### src/rtl/mdu_ctrl.sv
// mdu_ctrl: multiply/divide unit controller holding the architectural HI/LO
// registers. Multiplies take 5 busy cycles, divides take 32 restoring
// shift-subtract iterations plus one sign-fix cycle (33 busy cycles).
// Optional feature: define MDU_DIV0_EN to add a div0 output and a 1-cycle
// divide-by-zero path that leaves HI/LO untouched.
module mdu_ctrl (
    input  logic        clk,
    input  logic        reset,
    input  logic        start,
    input  logic [2:0]  op,
    input  logic [31:0] a,
    input  logic [31:0] b,
    input  logic        abort,
    output logic        busy,
`ifdef MDU_DIV0_EN
    output logic        div0,
`endif
    output logic [31:0] hi,
    output logic [31:0] lo
);

    typedef enum logic [1:0] {
        IDLE = 2'd0,
        MUL  = 2'd1,
        DIV  = 2'd2
    } state_t;

    localparam logic [2:0] OP_MULT  = 3'd0;
    localparam logic [2:0] OP_MULTU = 3'd1;
    localparam logic [2:0] OP_DIV   = 3'd2;
    localparam logic [2:0] OP_DIVU  = 3'd3;
    localparam logic [2:0] OP_MTHI  = 3'd4;
    localparam logic [2:0] OP_MTLO  = 3'd5;

    // Counter value during the final busy cycle of each operation.
    localparam logic [5:0] MUL_LAST = 6'd4;
    localparam logic [5:0] DIV_LAST = 6'd32;

    state_t      state_q, state_d;
    logic [5:0]  cnt;
    logic [31:0] opa, opb;     // operands captured at the accepting edge
    logic        sgn;          // captured operation is the signed variant
    logic [31:0] quo, rem;     // divider working registers

    logic        accept, is_mul, is_div, signed_op;
    logic        div_zero, fast_div0, mul_done, div_done;
    logic [31:0] mag_a, dvs, q_fix, r_fix;
    logic [63:0] ext_a, ext_b, prod;
    logic [32:0] shifted, trial;

    assign busy      = (state_q != IDLE);
    assign accept    = (state_q == IDLE) && start && !abort;
    assign is_mul    = (op == OP_MULT) || (op == OP_MULTU);
    assign is_div    = (op == OP_DIV)  || (op == OP_DIVU);
    assign signed_op = (op == OP_MULT) || (op == OP_DIV);
    assign div_zero  = (opb == 32'd0);

`ifdef MDU_DIV0_EN
    assign fast_div0 = (state_q == DIV) && div_zero;
`else
    assign fast_div0 = 1'b0;
`endif

    // Completion edges; abort suppresses any write-back.
    assign mul_done = (state_q == MUL) && (cnt == MUL_LAST) && !abort;
    assign div_done = (state_q == DIV) && (cnt == DIV_LAST) && !abort;

    // Magnitudes used by the divider (0x80000000 maps to 2^31 unsigned).
    assign mag_a = (signed_op && a[31]) ? (32'd0 - a) : a;
    assign dvs   = (sgn && opb[31]) ? (32'd0 - opb) : opb;

    // One restoring step: shift in the next dividend bit, try to subtract.
    assign shifted = {rem, quo[31]};
    assign trial   = shifted - {1'b0, dvs};

    // Sign fix: quotient takes a^b, remainder takes the dividend's sign.
    assign q_fix = (sgn && (opa[31] ^ opb[31])) ? (32'd0 - quo) : quo;
    assign r_fix = (sgn && opa[31]) ? (32'd0 - rem) : rem;

    // The low 64 bits of the product of extended operands are the full
    // signed or unsigned 32x32 product.
    assign ext_a = sgn ? {{32{opa[31]}}, opa} : {32'd0, opa};
    assign ext_b = sgn ? {{32{opb[31]}}, opb} : {32'd0, opb};
    assign prod  = ext_a * ext_b;

    // State register.
    always_ff @(posedge clk or negedge reset) begin
        if (!reset) begin
            state_q <= IDLE;
        end else begin
            // NOTE: sequential state is always updated with non-blocking
            // assignments so every flop samples pre-edge values.
            state_q <= state_d;
        end
    end

    // Next-state logic; abort wins over start and over completion.
    always_comb begin
        // NOTE: default first so no path leaves state_d unassigned (no latch).
        state_d = state_q;
        if (abort) begin
            state_d = IDLE;
        end else begin
            case (state_q)
                IDLE: begin
                    if (start && is_mul) begin
                        state_d = MUL;
                    end else if (start && is_div) begin
                        state_d = DIV;
                    end
                end
                MUL: begin
                    if (cnt == MUL_LAST) state_d = IDLE;
                end
                DIV: begin
                    if ((cnt == DIV_LAST) || fast_div0) state_d = IDLE;
                end
                default: state_d = IDLE;
            endcase
        end
    end

    // Datapath: counter, operand capture, divider steps and HI/LO write-back.
    always_ff @(posedge clk or negedge reset) begin
        if (!reset) begin
            cnt  <= 6'd0;
            opa  <= 32'd0;
            opb  <= 32'd0;
            sgn  <= 1'b0;
            quo  <= 32'd0;
            rem  <= 32'd0;
            hi   <= 32'd0;
            lo   <= 32'd0;
`ifdef MDU_DIV0_EN
            div0 <= 1'b0;
`endif
        end else begin
            if (abort || accept || mul_done || div_done || fast_div0) begin
                cnt <= 6'd0;
            end else if (busy) begin
                cnt <= cnt + 6'd1;
            end

            if (accept) begin
                opa <= a;
                opb <= b;
                sgn <= signed_op;
                quo <= mag_a;
                rem <= 32'd0;
            end else if ((state_q == DIV) && (cnt < DIV_LAST) && !abort) begin
                if (!trial[32]) begin
                    rem <= trial[31:0];
                    quo <= {quo[30:0], 1'b1};
                end else begin
                    rem <= shifted[31:0];
                    quo <= {quo[30:0], 1'b0};
                end
            end

            if (accept && (op == OP_MTHI)) hi <= a;
            if (accept && (op == OP_MTLO)) lo <= a;

            if (mul_done) begin
                hi <= prod[63:32];
                lo <= prod[31:0];
            end

            // A zero divisor completes without touching HI/LO.
            if (div_done && !div_zero) begin
                hi <= r_fix;
                lo <= q_fix;
            end

`ifdef MDU_DIV0_EN
            div0 <= fast_div0 && !abort;
`endif
        end
    end

endmodule

### config.mk
export PLATFORM = sky130hd
export DESIGN_NAME = mdu_ctrl
export DESIGN_NICKNAME = d
export VERILOG_FILES = /design/src/rtl/mdu_ctrl.sv
export SDC_FILE = /design/constraint.sdc
export NUM_CORES = 2
export LEC_CHECK = 0
export ABC_AREA = 1
export CORE_MARGIN = 3
export CORE_UTILIZATION = 60
export CTS_CLUSTER_SIZE = 40
export DETAILED_ROUTE_END_ITERATION = 8
export PLACE_DENSITY = 0.8
export SYNTH_ARGS = -nofsm -noshare
export SYNTH_HDL_FRONTEND = slang
export SYNTH_SLANG_ARGS = --single-unit
export TNS_END_PERCENT = 30
### constraint.sdc
create_clock -name clk -period 8.8 [get_ports clk]
set_input_delay 2.2 -clock clk [delete_from_list [all_inputs] [get_ports clk]]
set_output_delay 2.2 -clock clk [all_outputs]
set_load 0.005 [all_outputs]
==> impl_results.md <==
- Die X: 334 µm
- Top cell by count, worst path: fa_1
- Worst slew pin tran: 1.19 ns
- Relative slew slack: 20.9%
- Number of library cell types mapped by synthesis: 61
- Result of the run: finished clean
- CTS tree: yes
- Number of DRC markers in iteration 0: 5,998
- Synthesized area per cell: 7.66 µm²
- Min cycle time layout: 8.63 ns
- Detail-routed via count per cell: 5.58
- Die outline height: 334 µm
- Total instance count after detailed placement: 10,200
- Slowest-stage cell, CP: fa_1
- Post-synth ARST share: 100%
- Antenna violations before repair: 7
- Max Cap Violations: 0
- Crit path DAT: 9.16 ns
- Latest clock arrival within the worst-skew pair: 0.63 ns
- Fraction of final layout cells with drive strength greater than 1: 10.5%
- Total routing resource utilization after global routing: 43.8%
- Kind of end point of the critical path: register
- Overall die area: 0.112 mm²
- CTS Hold Bufs: 0
- Number of flip-flops and latches in the synthesized netlist: 201
- Warnings, synthesis: 0
- Delay of the slowest cell on the worst path: 0.60 ns
- End of the critical path: hi[14]$_DFFE_PN0P_
- Post-synth EDFFs: 0
- Max Fanout on Critical Path: 7
- RD Place Congestion: 1.05
- Core Util, Final: 69.4%
- Final setup skew: 0.0611 ns
- Synth-to-layout area growth: 14.0%
- Maximum frequency from static timing analysis: 116 MHz
- Commonest cells in the netlist: inv_1, nand2_1, fa_1, nor2_1, ha_1
- Detailed Route WL: 241,000 µm
- Area of the core: 0.106 mm²
- Register cell area after layout: 0.00504 mm²
- Total count of max-transition violations in the final report: 0
- Most used flip-flop cell after synthesis: dfrtp_1
- Vias: 57,400
- Fraction of the yosys area taken by sequential cells: 7.80%
- Root buffer cell: clkbuf_16
- Fin cells: 10,300
- Layout fillers: 8,736
- Max Buffers Root-to-Sink: 3
- First drt pass iteration count: 6
- Final number of setup-violating endpoints: 0
- Site row count: 119
- Deepest level of the CTS H-tree: 1
- DR WL/cell: 23.5 µm
- Global-route wire length before repair: 363,000 µm
- Clock transition time at the flip-flop clock pins of the worst setup and hold paths: 0.07 ns
- Cell count after synthesis: 8,421
- RR Endpoint: hi[14]$_DFFE_PN0P_
- Startpoint of the worst setup timing path: opb[31]$_DFFE_PN0P_
- Count of port buffers added during placement: 135
- Unrepaired setup endpoints after global routing: yes
- Initial Utilization: 60.9%
- Number of buffers created by CTS: 28
- Yosys top cell area share: 44.1%
- HPWL after DPL: 200,000 µm
- Synthesized cell area: 0.0645 mm²
- Most instantiated library cell after synthesis: inv_1
- Crit Path Category: register to register
- Worst Setup Start Kind: register
- Worst hold-check path type: register to register
- Cell taking the most area after synthesis: fa_1
- Reg2reg setup slack: 0.17 ns
- Syn_nets: 10,300
- Number of sinks handled by clock tree synthesis: 201
- Via count of the first global-routing pass: 60,700
- Remaining design rule violation count: 0
- Required @ worst endpoint: 9.32 ns
- Final worst path period share: 98.1%
- Pin count of the biggest net entering global routing: 108
- Number of cell instances on the worst register-to-register path: 40
- Count of antenna-violating nets left after detailed routing: 0
- Count of boundary I/O pins: 136
- Global route overflow: 0
- Final Net Count: 10,700
- Reg2Reg Launch Point: opb[31]$_DFFE_PN0P_
- Leading cell types by total area after synthesis: fa_1, inv_1, nand2_1, dfrtp_1, ha_1
- Area used by multi-input combinational logic: 0.0494 mm²
- Hold violation count in the final report: 0
[layer usage]
metal	GRT usage, %	part of all wire, %	vias to the layer above
met1	58.0	37	28100
met4	19.4	5.8	6
met2	65.9	43	3622
met5	0	0.013	-
li1	-	-	24900
met3	14.9	14	759
[cells by family after synthesis]
kind of cell	count (synthesis)	share of synthesized area (%)
and+or+nand+nor	2927	18.3
buffers and inverters	2860	16.7
adders and majority gates	1767	50.8
AOI/OAI and AO/OA	539	4.70
DFF	201	7.80
xor gates and xnor gates	127	1.72
[cell usage in the layout, fill, tap and decap left out, drive strengths merged, types with 2 or more instances in the layout]
cell / count
inv: 2517
nand2: 2063
fa: 1420
buf: 615
nor2: 438
ha: 347
nand3: 264
o21ai: 227
dfrtp: 201
a21oi: 193
clkdlybuf4s50: 134
xor2: 98
nor3: 56
nand4: 39
clkbuf: 39
xnor2: 29
or2: 26
nor4: 20
o21bai: 18
a21o: 14
a31oi: 14
nand3b: 13
o211ai: 11
o21a: 11
o22ai: 11
o221ai: 10
clkinv: 10
a21boi: 5
diode: 4
o31ai: 4
and2: 4
a22oi: 4
o41ai: 3
and3: 3
clkinvlp: 2
o2111ai: 2
a41oi: 2
a32oi: 2
a2bb2oi: 2
a211oi: 2
[critical path: cells and delay by family, from the launching register on]
kind	cells	cell delay (ns)
adder cells (fa/ha/maj)	11	4.79
buffers and inverters	13	1.36
AND/OR/NAND/NOR	13	1.27
AO/OA/AOI/OAI	3	0.60
flip-flops	1	0.47
[per-stage QoR]
stage                     TNS (ns)  cell area (µm²)  worst slack, ns  hold slack (ns)
after floorplan                  0            64500          0.00536            0.472
after CTS                        0            72700          0.00131            0.483
final                            0            73600            0.168            0.480
after global placement       -2.18            71600           -0.335            0.463
after detailed placement     -5.18            71600           -0.494            0.465
after global routing        -0.743            73600          -0.0808            0.509
[area by class of cell]
type,count,share of cell area [%]
diodes,4,0.0136
clock buffers,36,1.09
clock inverters,16,0.213
inverters,2514,12.8
multi-input cells,5360,67.2
flip-flops and latches,201,6.85
well taps,1391,2.37
repair buffers,752,9.42
[repair_timing]
item	4_1_cts	5_1_grt
cloned	0	2
pin swaps	0	57
endpoints found under the setup margin	24	34
resized for setup	23	227
buffers inserted	1	15
[flip-flops by register name, indices dropped and copies added, names as in the netlist]
signal / cells
hi: 32
lo: 32
opa: 32
opb: 32
quo: 32
rem: 32
cnt: 6
state_q: 2
sgn: 1
[how the worst min path moves through the flow]
| stage | from | endpoint | slack [ns] | cells past startpoint |
|---|---|---|---|---|
| 3_3_place_gp | lo[12]$_DFFE_PN0P_ | lo[12]$_DFFE_PN0P_ | 0.46 | 2 |
| 2_1_floorplan | hi[24]$_DFFE_PN0P_ | hi[24]$_DFFE_PN0P_ | 0.47 | 2 |
| 6_report | lo[24]$_DFFE_PN0P_ | lo[24]$_DFFE_PN0P_ | 0.48 | 2 |
| 3_5_place_dp | hi[4]$_DFFE_PN0P_ | hi[4]$_DFFE_PN0P_ | 0.46 | 2 |
| 5_1_grt | lo[1]$_DFFE_PN0P_ | lo[1]$_DFFE_PN0P_ | 0.51 | 2 |
| 4_1_cts | lo[24]$_DFFE_PN0P_ | lo[24]$_DFFE_PN0P_ | 0.48 | 2 |
Power is not shown: default switching activity piles up to over one toggle a cycle in this logic, so the estimate is an artifact.
